File: src/rtl/imem_loader.sv
// Byte-stream program loader for the core's instruction memory: length-prefixed, XOR-checksummed.
// Define IMEM_LOADER_ZERO_FILL_EN to NOP-fill the unloaded tail of memory after a good load.
module imem_loader #(
    parameter int unsigned MEM_BYTES      = 1024,
    parameter int unsigned BASE_ADDR      = 0,
    parameter int unsigned TIMEOUT_CYCLES = 1000000
) (
    input  logic        clk_i,
    input  logic        rst_ni,
    input  logic        start_i,
    input  logic [7:0]  rx_data_i,
    input  logic        rx_valid_i,
    output logic        rx_ready_o,
    output logic        mem_we_o,
    output logic [31:0] mem_addr_o,
    output logic [31:0] mem_wdata_o,
    output logic        core_reset_o,
    output logic        busy_o,
    output logic        done_o,
    output logic        error_o,
    output logic [1:0]  err_code_o,
    output logic [15:0] words_loaded_o
);

    localparam int unsigned MAX_WORDS = MEM_BYTES / 4;

    localparam logic [1:0] ErrLen  = 2'b01;
    localparam logic [1:0] ErrCsum = 2'b10;
    localparam logic [1:0] ErrTmo  = 2'b11;

`ifdef IMEM_LOADER_ZERO_FILL_EN
    localparam logic [31:0] LAST_ADDR = 32'(MEM_BYTES - 4);
`endif

    typedef enum logic [3:0] {
        StIdle, StLen0, StLen1, StData, StWrite, StCsum, StFill, StDone, StErr
    } state_e;

    state_e      state_q, state_d;
    logic [15:0] count_q, count_d;
    logic [15:0] words_q, words_d;
    logic [7:0]  csum_q, csum_d;
    logic [1:0]  byte_idx_q, byte_idx_d;
    logic [31:0] word_q, word_d;
    logic [31:0] addr_q, addr_d;
    logic [31:0] wdata_q, wdata_d;
    logic [31:0] idle_q, idle_d;
    logic [1:0]  err_q, err_d;
    logic        accept;
    logic        timeout;
`ifdef IMEM_LOADER_ZERO_FILL_EN
    logic [31:0] fill_start;
`endif

    always_comb begin
        rx_ready_o = (state_q == StLen0) || (state_q == StLen1) ||
                     (state_q == StData) || (state_q == StCsum);
        accept     = rx_ready_o && rx_valid_i;
        timeout    = rx_ready_o && !accept && ((idle_q + 32'd1) >= TIMEOUT_CYCLES);
    end

    always_comb begin
        state_d    = state_q;
        count_d    = count_q;
        words_d    = words_q;
        csum_d     = csum_q;
        byte_idx_d = byte_idx_q;
        word_d     = word_q;
        addr_d     = addr_q;
        wdata_d    = wdata_q;
        idle_d     = idle_q;
        err_d      = err_q;
`ifdef IMEM_LOADER_ZERO_FILL_EN
        fill_start = 32'(BASE_ADDR) + {14'd0, count_q, 2'b00};
`endif

        if (rx_ready_o) begin
            idle_d = accept ? 32'd0 : idle_q + 32'd1;
        end
        if (accept) begin
            csum_d = csum_q ^ rx_data_i;
        end

        case (state_q)
            StIdle, StDone, StErr: begin
                if (start_i) begin
                    state_d    = StLen0;
                    count_d    = '0;
                    words_d    = '0;
                    csum_d     = '0;
                    byte_idx_d = '0;
                    idle_d     = '0;
                    err_d      = '0;
                end
            end
            StLen0: begin
                if (accept) begin
                    count_d[7:0] = rx_data_i;
                    state_d      = StLen1;
                end
            end
            StLen1: begin
                if (accept) begin
                    count_d = {rx_data_i, count_q[7:0]};
                    if (32'(count_d) > MAX_WORDS) begin
                        state_d = StErr;
                        err_d   = ErrLen;
                    end else if (count_d == 16'd0) begin
                        state_d = StCsum;
                    end else begin
                        state_d = StData;
                    end
                end
            end
            StData: begin
                if (accept) begin
                    word_d[{byte_idx_q, 3'b000} +: 8] = rx_data_i;
                    byte_idx_d = byte_idx_q + 2'd1;
                    if (byte_idx_q == 2'd3) begin
                        // Latch address/data now so they are stable for the whole write cycle.
                        wdata_d = {rx_data_i, word_q[23:0]};
                        addr_d  = 32'(BASE_ADDR) + {14'd0, words_q, 2'b00};
                        state_d = StWrite;
                    end
                end
            end
            StWrite: begin
                words_d = words_q + 16'd1;
                state_d = (words_d == count_q) ? StCsum : StData;
            end
            StCsum: begin
                if (accept) begin
                    if (rx_data_i == csum_q) begin
`ifdef IMEM_LOADER_ZERO_FILL_EN
                        if (fill_start <= LAST_ADDR) begin
                            state_d = StFill;
                            addr_d  = fill_start;
                            wdata_d = '0;
                        end else begin
                            state_d = StDone;
                        end
`else
                        state_d = StDone;
`endif
                    end else begin
                        state_d = StErr;
                        err_d   = ErrCsum;
                    end
                end
            end
`ifdef IMEM_LOADER_ZERO_FILL_EN
            StFill: begin
                if (addr_q == LAST_ADDR) begin
                    state_d = StDone;
                end else begin
                    addr_d = addr_q + 32'd4;
                end
            end
`endif
            default: state_d = StIdle;
        endcase

        if (timeout) begin
            state_d = StErr;
            err_d   = ErrTmo;
        end
    end

    always_ff @(posedge clk_i or negedge rst_ni) begin
        if (!rst_ni) begin
            state_q    <= StIdle;
            count_q    <= '0;
            words_q    <= '0;
            csum_q     <= '0;
            byte_idx_q <= '0;
            word_q     <= '0;
            addr_q     <= '0;
            wdata_q    <= '0;
            idle_q     <= '0;
            err_q      <= '0;
        end else begin
            state_q    <= state_d;
            count_q    <= count_d;
            words_q    <= words_d;
            csum_q     <= csum_d;
            byte_idx_q <= byte_idx_d;
            word_q     <= word_d;
            addr_q     <= addr_d;
            wdata_q    <= wdata_d;
            idle_q     <= idle_d;
            err_q      <= err_d;
        end
    end

    always_comb begin
        mem_we_o       = (state_q == StWrite) || (state_q == StFill);
        mem_addr_o     = addr_q;
        mem_wdata_o    = wdata_q;
        core_reset_o   = (state_q != StDone);
        busy_o         = (state_q != StIdle) && (state_q != StDone) && (state_q != StErr);
        done_o         = (state_q == StDone);
        error_o        = (state_q == StErr);
        err_code_o     = err_q;
        words_loaded_o = words_q;
    end

endmodule

File: config.mk
export PLATFORM = sky130hd
export DESIGN_NAME = imem_loader
export DESIGN_NICKNAME = d
export VERILOG_FILES = /design/src/rtl/imem_loader.sv
export SDC_FILE = /design/constraint.sdc
export NUM_CORES = 1
export LEC_CHECK = 0
export BUFFER_PORTS_ARGS = -buffer_cell sky130_fd_sc_hd__buf_2
export CORE_UTILIZATION = 29
export DETAILED_ROUTE_END_ITERATION = 10
export PLACE_DENSITY = 0.46
export SYNTH_ARGS = -nofsm -noshare
export SYNTH_HDL_FRONTEND = slang
export SYNTH_SLANG_ARGS = --single-unit
export TNS_END_PERCENT = 30
File: constraint.sdc
create_clock -name clk_i -period 7.2 [get_ports clk_i]
set_clock_uncertainty 0.1 [all_clocks]
set_input_delay 0.36 -clock clk_i [delete_from_list [all_inputs] [get_ports clk_i]]
set_output_delay 0.36 -clock clk_i [all_outputs]
set_load 0.005 [all_outputs]
==> results of run 1 <==
[cells in the mapped netlist (6+ instances only)]
cell type	number	area share [%]
o31ai_1	8	0.71
buf_1	7	0.31
buf_4	17	1.5
clkbuf_1	46	2.0
and4_1	11	1.1
a22o_1	8	0.82
nor3_1	25	1.5
nand4_1	24	1.8
dfrtp_1	152	45
buf_2	9	0.53
mux2_2	48	6.3
xor2_1	22	2.3
o21ai_0	73	4.3
nor4_1	19	1.4
and2_1	9	0.66
a31oi_1	6	0.44
mux2i_1	7	0.82
xnor2_1	15	1.5
inv_1	26	1.1
ha_1	7	1.0
nand2_1	115	5.1
nor2_1	78	3.4
a21oi_1	66	3.9
nand3_1	31	1.8
and3_1	10	0.73
or3_1	11	0.81
[per-stage QoR]
step | instances | utilization (%) | setup WS [ns] | hold WS [ns]
after floorplan | 955 | - | 4.568 | -0.03559
after global placement | 1348 | 31.78 | 4.130 | 0.3564
after detailed placement | 1348 | 31.78 | 4.111 | 0.3538
after CTS | 1381 | 33.91 | 4.009 | 0.1861
after global routing | 1381 | 33.91 | 3.843 | 0.1827
final | 1381 | 33.91 | 4.018 | 0.2004
[state kept, by name (all words and copies together) (netlist names), 4 cells and up]
| register | cells |
|---|---|
| idle_q | 32 |
| mem_addr_o | 16 |
| word_q | 24 |
| count_q | 16 |
| mem_wdata_o | 32 |
| words_loaded_o | 16 |
| state_q | 4 |
| csum_q | 8 |
[how the worst min path moves through the flow]
| stage | from | to | slack (ns) | cells past startpoint |
|---|---|---|---|---|
| global route | rx_data_i[6] | word_q[14] | 0.18 | 3 |
| floorplan | rst_ni | byte_idx_q[0] | -0.04 | 0 |
| CTS | rx_data_i[6] | word_q[6] | 0.19 | 3 |
| detailed placement | rst_ni | mem_addr_o[10] | 0.35 | 1 |
| global placement | rst_ni | mem_addr_o[10] | 0.36 | 1 |
| finish | rx_data_i[7] | word_q[7] | 0.20 | 3 |
[layout by cell type, fill, tap and decap left out, types with 5 or more instances in the layout]
master	count
inv_8	5
o21ai_0	73
nor3_1	25
dfrtp_1	152
clkbuf_16	17
o31ai_1	8
ha_1	7
xor2_1	22
buf_4	8
inv_1	26
nand2b_1	5
nor3b_1	5
xnor2_1	15
nand2_1	114
or3_1	11
buf_2	82
or4_1	5
and4_1	11
a31oi_1	6
nor4_1	19
nand4_1	24
mux2i_1	7
a21oi_1	66
and2_1	9
mux2_2	48
and3_1	10
a22o_1	8
conb_1	16
nand3_1	31
nor2_1	78
[final cells by class]
| class | instances | area (um^2) | share of cell area, % |
|---|---|---|---|
| Clock inverter | 15 | 175.2 | 1.795 |
| Sequential cell | 152 | 3804 | 38.98 |
| Timing Repair Buffer | 92 | 491.7 | 5.039 |
| Tap cell | 384 | 480.5 | 4.924 |
| Clock buffer | 17 | 425.4 | 4.360 |
| Multi-Input combinational cell | 693 | 4277 | 43.83 |
| Inverter | 28 | 105.1 | 1.077 |
[power by group through the flow]
stage                     registers [W]  clock network, W  logic [W]
final                           0.00125          0.000930    0.00100
after global routing            0.00129          0.000991    0.00115
after CTS                       0.00125          0.000958    0.00102
after detailed placement        0.00127                 0    0.00101
after global placement          0.00126                 0    0.00101
after floorplan                 0.00115                 0   0.000831
[cells by family after synthesis]
| logic type | synth area share (%) |
|---|---|
| compound gates | 14.59 |
| xor+xnor | 3.807 |
| buf+inv | 5.850 |
| other cells | 0.04405 |
| fa+ha+maj | 1.029 |
| simple gates | 22.82 |
| flops | 44.68 |
| mux | 7.172 |
[metal layers]
metal	vias to the layer above	wire (um)	GRT usage, %
met1	3351	11040	21.34
li1	3402	-	-
met5	-	0	0
met2	110	10440	24.30
met4	0	235	3.945
met3	15	665	2.719
[worst min-delay path: stages]
cell	delay, ns
buf_2	0.19
nand2_1	0.08
o21ai_0	0.06
[timing repair]
item                      in CTS  in global routing
hold buffers                   1                  0
buffers inserted               0                  0
hold endpoints to repair      78                  0
==> results by group, run 1 <==
Timing
  – Final Hold Violating Endpoints: 0
  – Worst slew pin tran: 1.074 ns
  – Worst rel slew slack: 28.22%
  – Final setup violating endpoints: 0
  – TNS Setup: 0 ns
  – Final Critical Period: 3.182 ns
  – Final Cycle Share: 44.20%
  – RSZ-0062 raised after global routing: false
  – Final Max Slew Viols: 0
  – Max Clk Rate: 314.3 MHz

Setup path
  – Crit-path cells: or2_2 > nand2_1 > buf_4 > clkinv_1 > buf_2
  – CP Depth: 5
  – Worst reg-to-reg path cell count: 7
  – WS Path Type: reg2out
  – Crit path to: rx_ready_o
  – Worst Setup End Kind: output pin
  – Worst reg2reg endpoint: state_q[2]
  – CP Launch Type: register
  – R2R Setup Slk: 4.08 ns
  – RR Startpoint: idle_q[2]
  – Worst path slowest cell: dfrtp_1
  – Worst Path Required: 6.74 ns
  – CP top delay family: buffers and inverters
  – Worst stage delay on the critical path: 0.55 ns
  – Arrival time worst endpoint: 2.72 ns
  – Worst Setup SP: state_q[0]
  – Critical path buffer and inverter count: 3
  – Crit path max fanout: 60

Die
  – Row cnt: 62
  – Die Width: 173.3 um
  – Initial core utilization: 29.58%
  – DIE HEIGHT: 173.3 um
  – Die Area: 0.03005 mm^2
  – Core region area: 0.02878 mm^2
  – IO Count: 100

CTS
  – Worst skew pair latency: 0.44 ns
  – Sink Count: 152
  – PostCTS Resize Cnt: 0
  – CTS root buf: clkbuf_16
  – CTS tree: yes
  – CTS clk-pin slew, worst paths: 0.08 ns
  – CTS Buf Count: 17
  – # H-tree levels: 4
  – CTS max path bufs: 2

Drt
  – Vias: 6878
  – Starting DRT DRC Count: 374
  – Via-to-Cell Ratio: 4.980
  – Drc violations: 0
  – DRT Pass-1 Iters: 4
  – Routed WL: 22.38 mm
  – Routed wire per std cell: 16.20 um
  – Routed Antenna Nets: 0

Synth
  – Post-Syn Area: 0.008513 mm^2
  – EDFF count, synth: 0
  – Ys Warns: 0
  – Post-synthesis sequential area ratio: 44.68%
  – Ys flop type: dfrtp_1
  – Post-Synthesis Cells: 940
  – Synthesis-stage register bit count: 152
  – Syn_area_per_cell: 9.057 um^2
  – Netlist cell types: 76
  – Async set-reset flop share out of synthesis: 100.0%

Power
  – Pwr Total: 0.003188 W
  – Gate power share: 31.5%
  – Worst vdd ir: 0.0001634 V
  – Sequential fraction of design power: 39.3%
  – Internal power: 0.001903 W
  – Net switching power figure: 0.001285 W
  – Clock power frac: 29.2%
  – Switching part of the total power: 40.31%
  – Leak: 4.488 nW
  – PwrDens: 326.7 mW/mm^2

Placement
  – Placed inst area: 0.009148 mm^2
  – Dpl hpwl: 14.52 mm
  – Routability Congestion: 0.8178
  – PortBufs: 83

Cells and area
  – Fill cells: 3011
  – Final instance area: 0.009758 mm^2
  – Antenna diodes: 0
  – Final net count: 1003
  – Layout cells sized above 1: 19.46%
  – Area growth syn-to-layout: 14.62%

Run
  – Max cap viols: 0

Global routing
  – Vias in the first global route: 6666
  – Global-route usage over all layers: 15.29%
  – Initial antenna violation count: 0
  – Largest net degree at the start of global routing: 80
  – Grt total ovfl: 0
  – First-pass GRT wire length: 37.03 mm

Run status
  – Outcome: complete, no violations

Worst hold path
  – HP Class: in2reg
Power figures use the tool's default switching activity.
==> inputs of run 2 (changes only) <==
clock period = 3.2 ns   (was 7.2 ns; I/O delays follow)
==> results by group, run 2 (synthesized netlist as in run 1, its figures left out) <==
Setup path
  – Crit path max fanout: 10
  – WS Path Type: reg2reg
  – CP Launch Type: register
  – Worst reg-to-reg path cell count: 8
  – Arrival time worst endpoint: 3.14 ns
  – Worst Path Required: 3.44 ns
  – R2R Setup Slk: 0.30 ns
  – Worst reg2reg endpoint: state_q[2]
  – RR Startpoint: idle_q[0]
  – Worst Setup End Kind: register

Placement
  – PortBufs: 83
  – Placed inst area: 0.009353 mm^2
  – Dpl hpwl: 15.27 mm
  – Routability Congestion: 0.8108

Cells and area
  – Area occupied by multi-input gates: 0.004283 mm^2
  – Antenna diodes: 0
  – Register Area: 0.003804 mm^2
  – Commonest non-fill, non-tap cell in the layout: dfrtp_1
  – Final net count: 1029
  – Most frequent cells in the layout: dfrtp_1, nand2_1, buf_2
  – Layout cells sized above 1: 21.41%
  – Final instance area: 0.009996 mm^2
  – Area growth syn-to-layout: 17.42%
  – Fill cells: 3023

Worst hold path
  – Hold depth: 3
  – Hold_sp: rx_data_i[1]
  – HP Class: in2reg
  – Hold Path Sink: word_q[9]

Run status
  – Outcome: complete, no violations

Global routing
  – First-pass GRT wire length: 37.77 mm
  – Grt total ovfl: 0
  – Initial antenna violation count: 0
  – Global-route usage over all layers: 15.83%
  – Largest net degree at the start of global routing: 74
  – Vias in the first global route: 6669

CTS
  – Setup repair bufs after CTS: 0
  – Sink Count: 152
  – CTS root buf: clkbuf_16
  – CTS tree: yes
  – Worst skew pair latency: 0.44 ns
  – CTS clk-pin slew, worst paths: 0.08 ns
  – CTS Buf Count: 17
  – CTS max path bufs: 2
  – # H-tree levels: 4

Die
  – DIE HEIGHT: 173.3 um
  – Die Area: 0.03005 mm^2
  – IO Count: 100
  – Row cnt: 62
  – Die Width: 173.3 um
  – Initial core utilization: 29.58%
  – Core region area: 0.02878 mm^2

Timing
  – Final Max Slew Viols: 0
  – Final setup violating endpoints: 0
  – Final Critical Period: 2.900 ns
  – TNS Setup: 0 ns
  – Final Hold Violating Endpoints: 0
  – Worst slew pin tran: 1.080 ns
  – Worst rel slew slack: 27.75%
  – RSZ-0062 raised after global routing: false
  – Max Clk Rate: 344.9 MHz
  – Final Cycle Share: 90.62%

Drt
  – Routed Antenna Nets: 0
  – Drc violations: 0
  – DRT Pass-1 Iters: 5
  – Routed wire per std cell: 16.20 um
  – Starting DRT DRC Count: 522
  – Routed WL: 22.80 mm
  – Vias: 6989
  – Via-to-Cell Ratio: 4.967

Run
  – Max cap viols: 0

Power
  – Pwr Total: 0.007279 W
  – Leak: 4.622 nW
  – PwrDens: 728.2 mW/mm^2
  – Worst vdd ir: 0.0003668 V
==> run 2: stage by stage <==
stage / hold slack (ns) / util [%] / std cells / setup WS [ns]
4_1_cts: 0.00001804 / 34.71 / 1407 / 0.2384
3_3_place_gp: 0.1344 / 32.50 / 1372 / 0.3719
3_5_place_dp: 0.1362 / 32.50 / 1372 / 0.2803
5_1_grt: 0.01319 / 34.73 / 1407 / 0.03580
2_1_floorplan: -0.2356 / - / 955 / 0.5677
6_report: 0.004323 / 34.73 / 1407 / 0.3002
==> run 2: worst max path at each step <==
stage	from	to	slack [ns]	cells after the start
CTS	words_loaded_o[8]	state_q[2]	0.24	7
global route	idle_q[0]	state_q[2]	0.04	8
global placement	idle_q[0]	state_q[2]	0.37	8
floorplan	words_loaded_o[0]	state_q[2]	0.57	8
detailed placement	words_loaded_o[8]	state_q[2]	0.28	7
finish	idle_q[0]	state_q[2]	0.30	8
==> run 2: repair_timing <==
item | in CTS | in global routing
hold buffers | 3 | 0
hold endpoints to repair | 76 | 0
gates resized for setup | 0 | 1
setup endpoints to repair | 0 | 1
==> run 2: power by group <==
group,switching [W],internal [W],leakage (nW),total [W]
Sequential,0.000472,0.00227,2.09,0.00274
Clock,0.00100,0.00106,0.287,0.00206
Combinational,0.00149,0.000984,2.25,0.00248
Total,0.00297,0.00431,4.62,0.00728
==> run 2: final cells by class <==
cell class / instances / area share, %
clock buffers: 17 / 4.256
clock inverters: 15 / 1.815
inverters: 28 / 1.051
multi-input cells: 693 / 42.85
flip-flops and latches: 152 / 38.05
well taps: 384 / 4.807
repair buffers: 118 / 7.172
==> run 2: worst max-delay path, stage by stage (launching register included) <==
cell      delay [ns]
dfrtp_1         0.42
ha_1            0.23
nand3_2         0.24
o41ai_1         0.59
a211oi_1        0.10
a211o_1         0.29
o211a_1         0.16
o311ai_4        0.42
nor4bb_4        0.25
==> run 2: per-layer routing <==
metal  track usage (%)  wire (um)
met1             22.13      11090
met2             25.65      10850
met3             2.412        706
met4             3.650        160
met5                 0          0
==> inputs of run 3 (changes only) <==
--- a/config.mk
+++ b/config.mk
@@ -7,7 +7,7 @@
 export LEC_CHECK = 0
 export BUFFER_PORTS_ARGS = -buffer_cell sky130_fd_sc_hd__buf_2
-export CORE_UTILIZATION = 29
+export CORE_UTILIZATION = 50
 export DETAILED_ROUTE_END_ITERATION = 10
-export PLACE_DENSITY = 0.46
+export PLACE_DENSITY = 0.71
 export SYNTH_ARGS = -nofsm -noshare
 export SYNTH_HDL_FRONTEND = slang
==> constraint.sdc (replaced) <==
create_clock -name clk_i -period 2.9 [get_ports clk_i]
set_clock_uncertainty 0.1 [all_clocks]
set_input_delay 0.145 -clock clk_i [delete_from_list [all_inputs] [get_ports clk_i]]
set_output_delay 0.145 -clock clk_i [all_outputs]
set_load 0.05 [all_outputs]
==> results by group, run 3 (synthesized netlist as in run 1, its figures left out) <==
CTS
  – CTS clk-pin slew, worst paths: 0.07 ns
  – CTS tree: yes
  – CTS Buf Count: 17
  – Worst skew pair latency: 0.43 ns
  – Sink Count: 152
  – CTS max path bufs: 2
  – CTS root buf: clkbuf_16
  – # H-tree levels: 4

Timing
  – Final Hold Violating Endpoints: 0
  – Final Max Slew Viols: 0
  – Max Clk Rate: 354.1 MHz
  – RSZ-0062 raised after global routing: true
  – Worst slew pin tran: 0.9597 ns
  – Final Hold Slack: 0.08519 ns
  – Final setup violating endpoints: 0
  – Worst rel slew slack: 35.79%
  – Final Critical Period: 2.824 ns
  – TNS Setup: 0 ns
  – Final Cycle Share: 97.39%

Run
  – Max cap viols: 0

Drt
  – Routed wire per std cell: 16.68 um
  – Vias: 7323
  – Starting DRT DRC Count: 466
  – Drc violations: 0
  – Via-to-Cell Ratio: 5.780
  – Routed WL: 21.13 mm
  – DRT Pass-1 Iters: 5
  – Routed Antenna Nets: 0

Setup path
  – Crit-path cells: nand4_4 > or4_4 > or3_1 > a221oi_2 > o211a_1 > o311ai_4 > nor4bb_4
  – Crit path max fanout: 14
  – Arrival time worst endpoint: 3.02 ns
  – CP Launch Type: register
  – Worst Setup End Kind: register
  – Worst stage delay on the critical path: 0.63 ns
  – WS Path Type: reg2reg
  – R2R Setup Slk: 0.08 ns
  – Worst Path Required: 3.10 ns
  – Worst path slowest cell: or4_4

Placement
  – Dpl hpwl: 13.96 mm
  – Routability Congestion: 0.8756
  – PortBufs: 83

Cells and area
  – Area occupied by multi-input gates: 0.004323 mm^2
  – Register Area: 0.003810 mm^2
  – Most frequent cells in the layout: dfrtp_1, nand2_1, buf_2
  – Layout cells sized above 1: 23.78%
  – Final net count: 1053
  – Antenna diodes: 0
  – Area growth syn-to-layout: 18.24%
  – Commonest non-fill, non-tap cell in the layout: dfrtp_1
  – Fill cells: 1422

Die
  – Row cnt: 47
  – DIE HEIGHT: 132.5 um
  – Die Area: 0.01755 mm^2
  – Initial core utilization: 51.34%
  – Die Width: 132.5 um
  – Core region area: 0.01658 mm^2
  – IO Count: 100

Global routing
  – First-pass GRT wire length: 34.96 mm
  – Largest net degree at the start of global routing: 69
  – Vias in the first global route: 6853
  – Global-route usage over all layers: 24.87%
  – Grt total ovfl: 0
  – Initial antenna violation count: 0

Power
  – Leak: 4.743 nW
  – Worst vdd ir: 0.0005385 V
  – PwrDens: 851.1 mW/mm^2
  – Pwr Total: 0.008567 W

Worst hold path
  – HP Class: in2reg

Run status
  – Outcome: complete, no violations
==> run 3: final timing paths <==
check,endpoint,startpoint,cells past startpoint
min,state_q[3],start_i,4
max,state_q[2],idle_q[10],7
max in group asynchronous,idle_q[5],rst_ni,3
min reg2reg,word_q[2],word_q[2],2
max reg2reg,state_q[2],idle_q[10],7
min in group asynchronous,mem_addr_o[11],rst_ni,2
==> run 3: cell type report <==
cell class | count | share of cell area, %
clock buffers | 17 | 4.226
clock inverters | 15 | 2.101
inverters | 28 | 1.081
multi-input cells | 693 | 42.95
flip-flops and latches | 152 | 37.85
well taps | 220 | 2.735
repair buffers | 142 | 9.062
==> run 3: metrics by stage <==
stage                     instance area [um^2]  utilization (%)  instances  setup WS [ns]
final                                    10070            60.70       1267        0.07569
after global routing                     10070            60.70       1267       -0.04487
after CTS                                 9965            60.09       1261        0.01285
after detailed placement                  9238            55.70       1220        0.05910
after global placement                    9238            55.70       1220         0.1141
after floorplan                           8569                -        955       0.001418
==> run 3: routing by layer <==
layer  up-vias  GRT usage, %  part of all wire [%]
met4         0         7.918                   2.1
met1      3541         32.99                    45
li1       3518             -                     -
met3        43         3.831                   4.4
met5         -             0                     0
met2       221         41.84                    48
==> run 3: critical path: cells and delay by family (launching register included) <==
family	cells	cell delay (ns)
flip-flops	1	0.53
AND/OR/NAND/NOR	4	1.45
AO/OA/AOI/OAI	3	0.61
==> run 3: timing repair <==
| action | CTS | global route |
|---|---|---|
| endpoints found under the hold margin | 64 | 0 |
| buffers inserted | 0 | 6 |
| endpoints found under the setup margin | 0 | 7 |
| gates resized for setup | 0 | 14 |
| hold buffers | 9 | 0 |
==> run 3: report_power, final <==
| group | switching, W | internal, W | total (W) | leakage (nW) |
|---|---|---|---|---|
| Clock | 0.00102 | 0.00132 | 0.00234 | 0.301 |
| Combinational | 0.00197 | 0.00119 | 0.00316 | 2.36 |
| Sequential | 0.000530 | 0.00254 | 0.00307 | 2.08 |
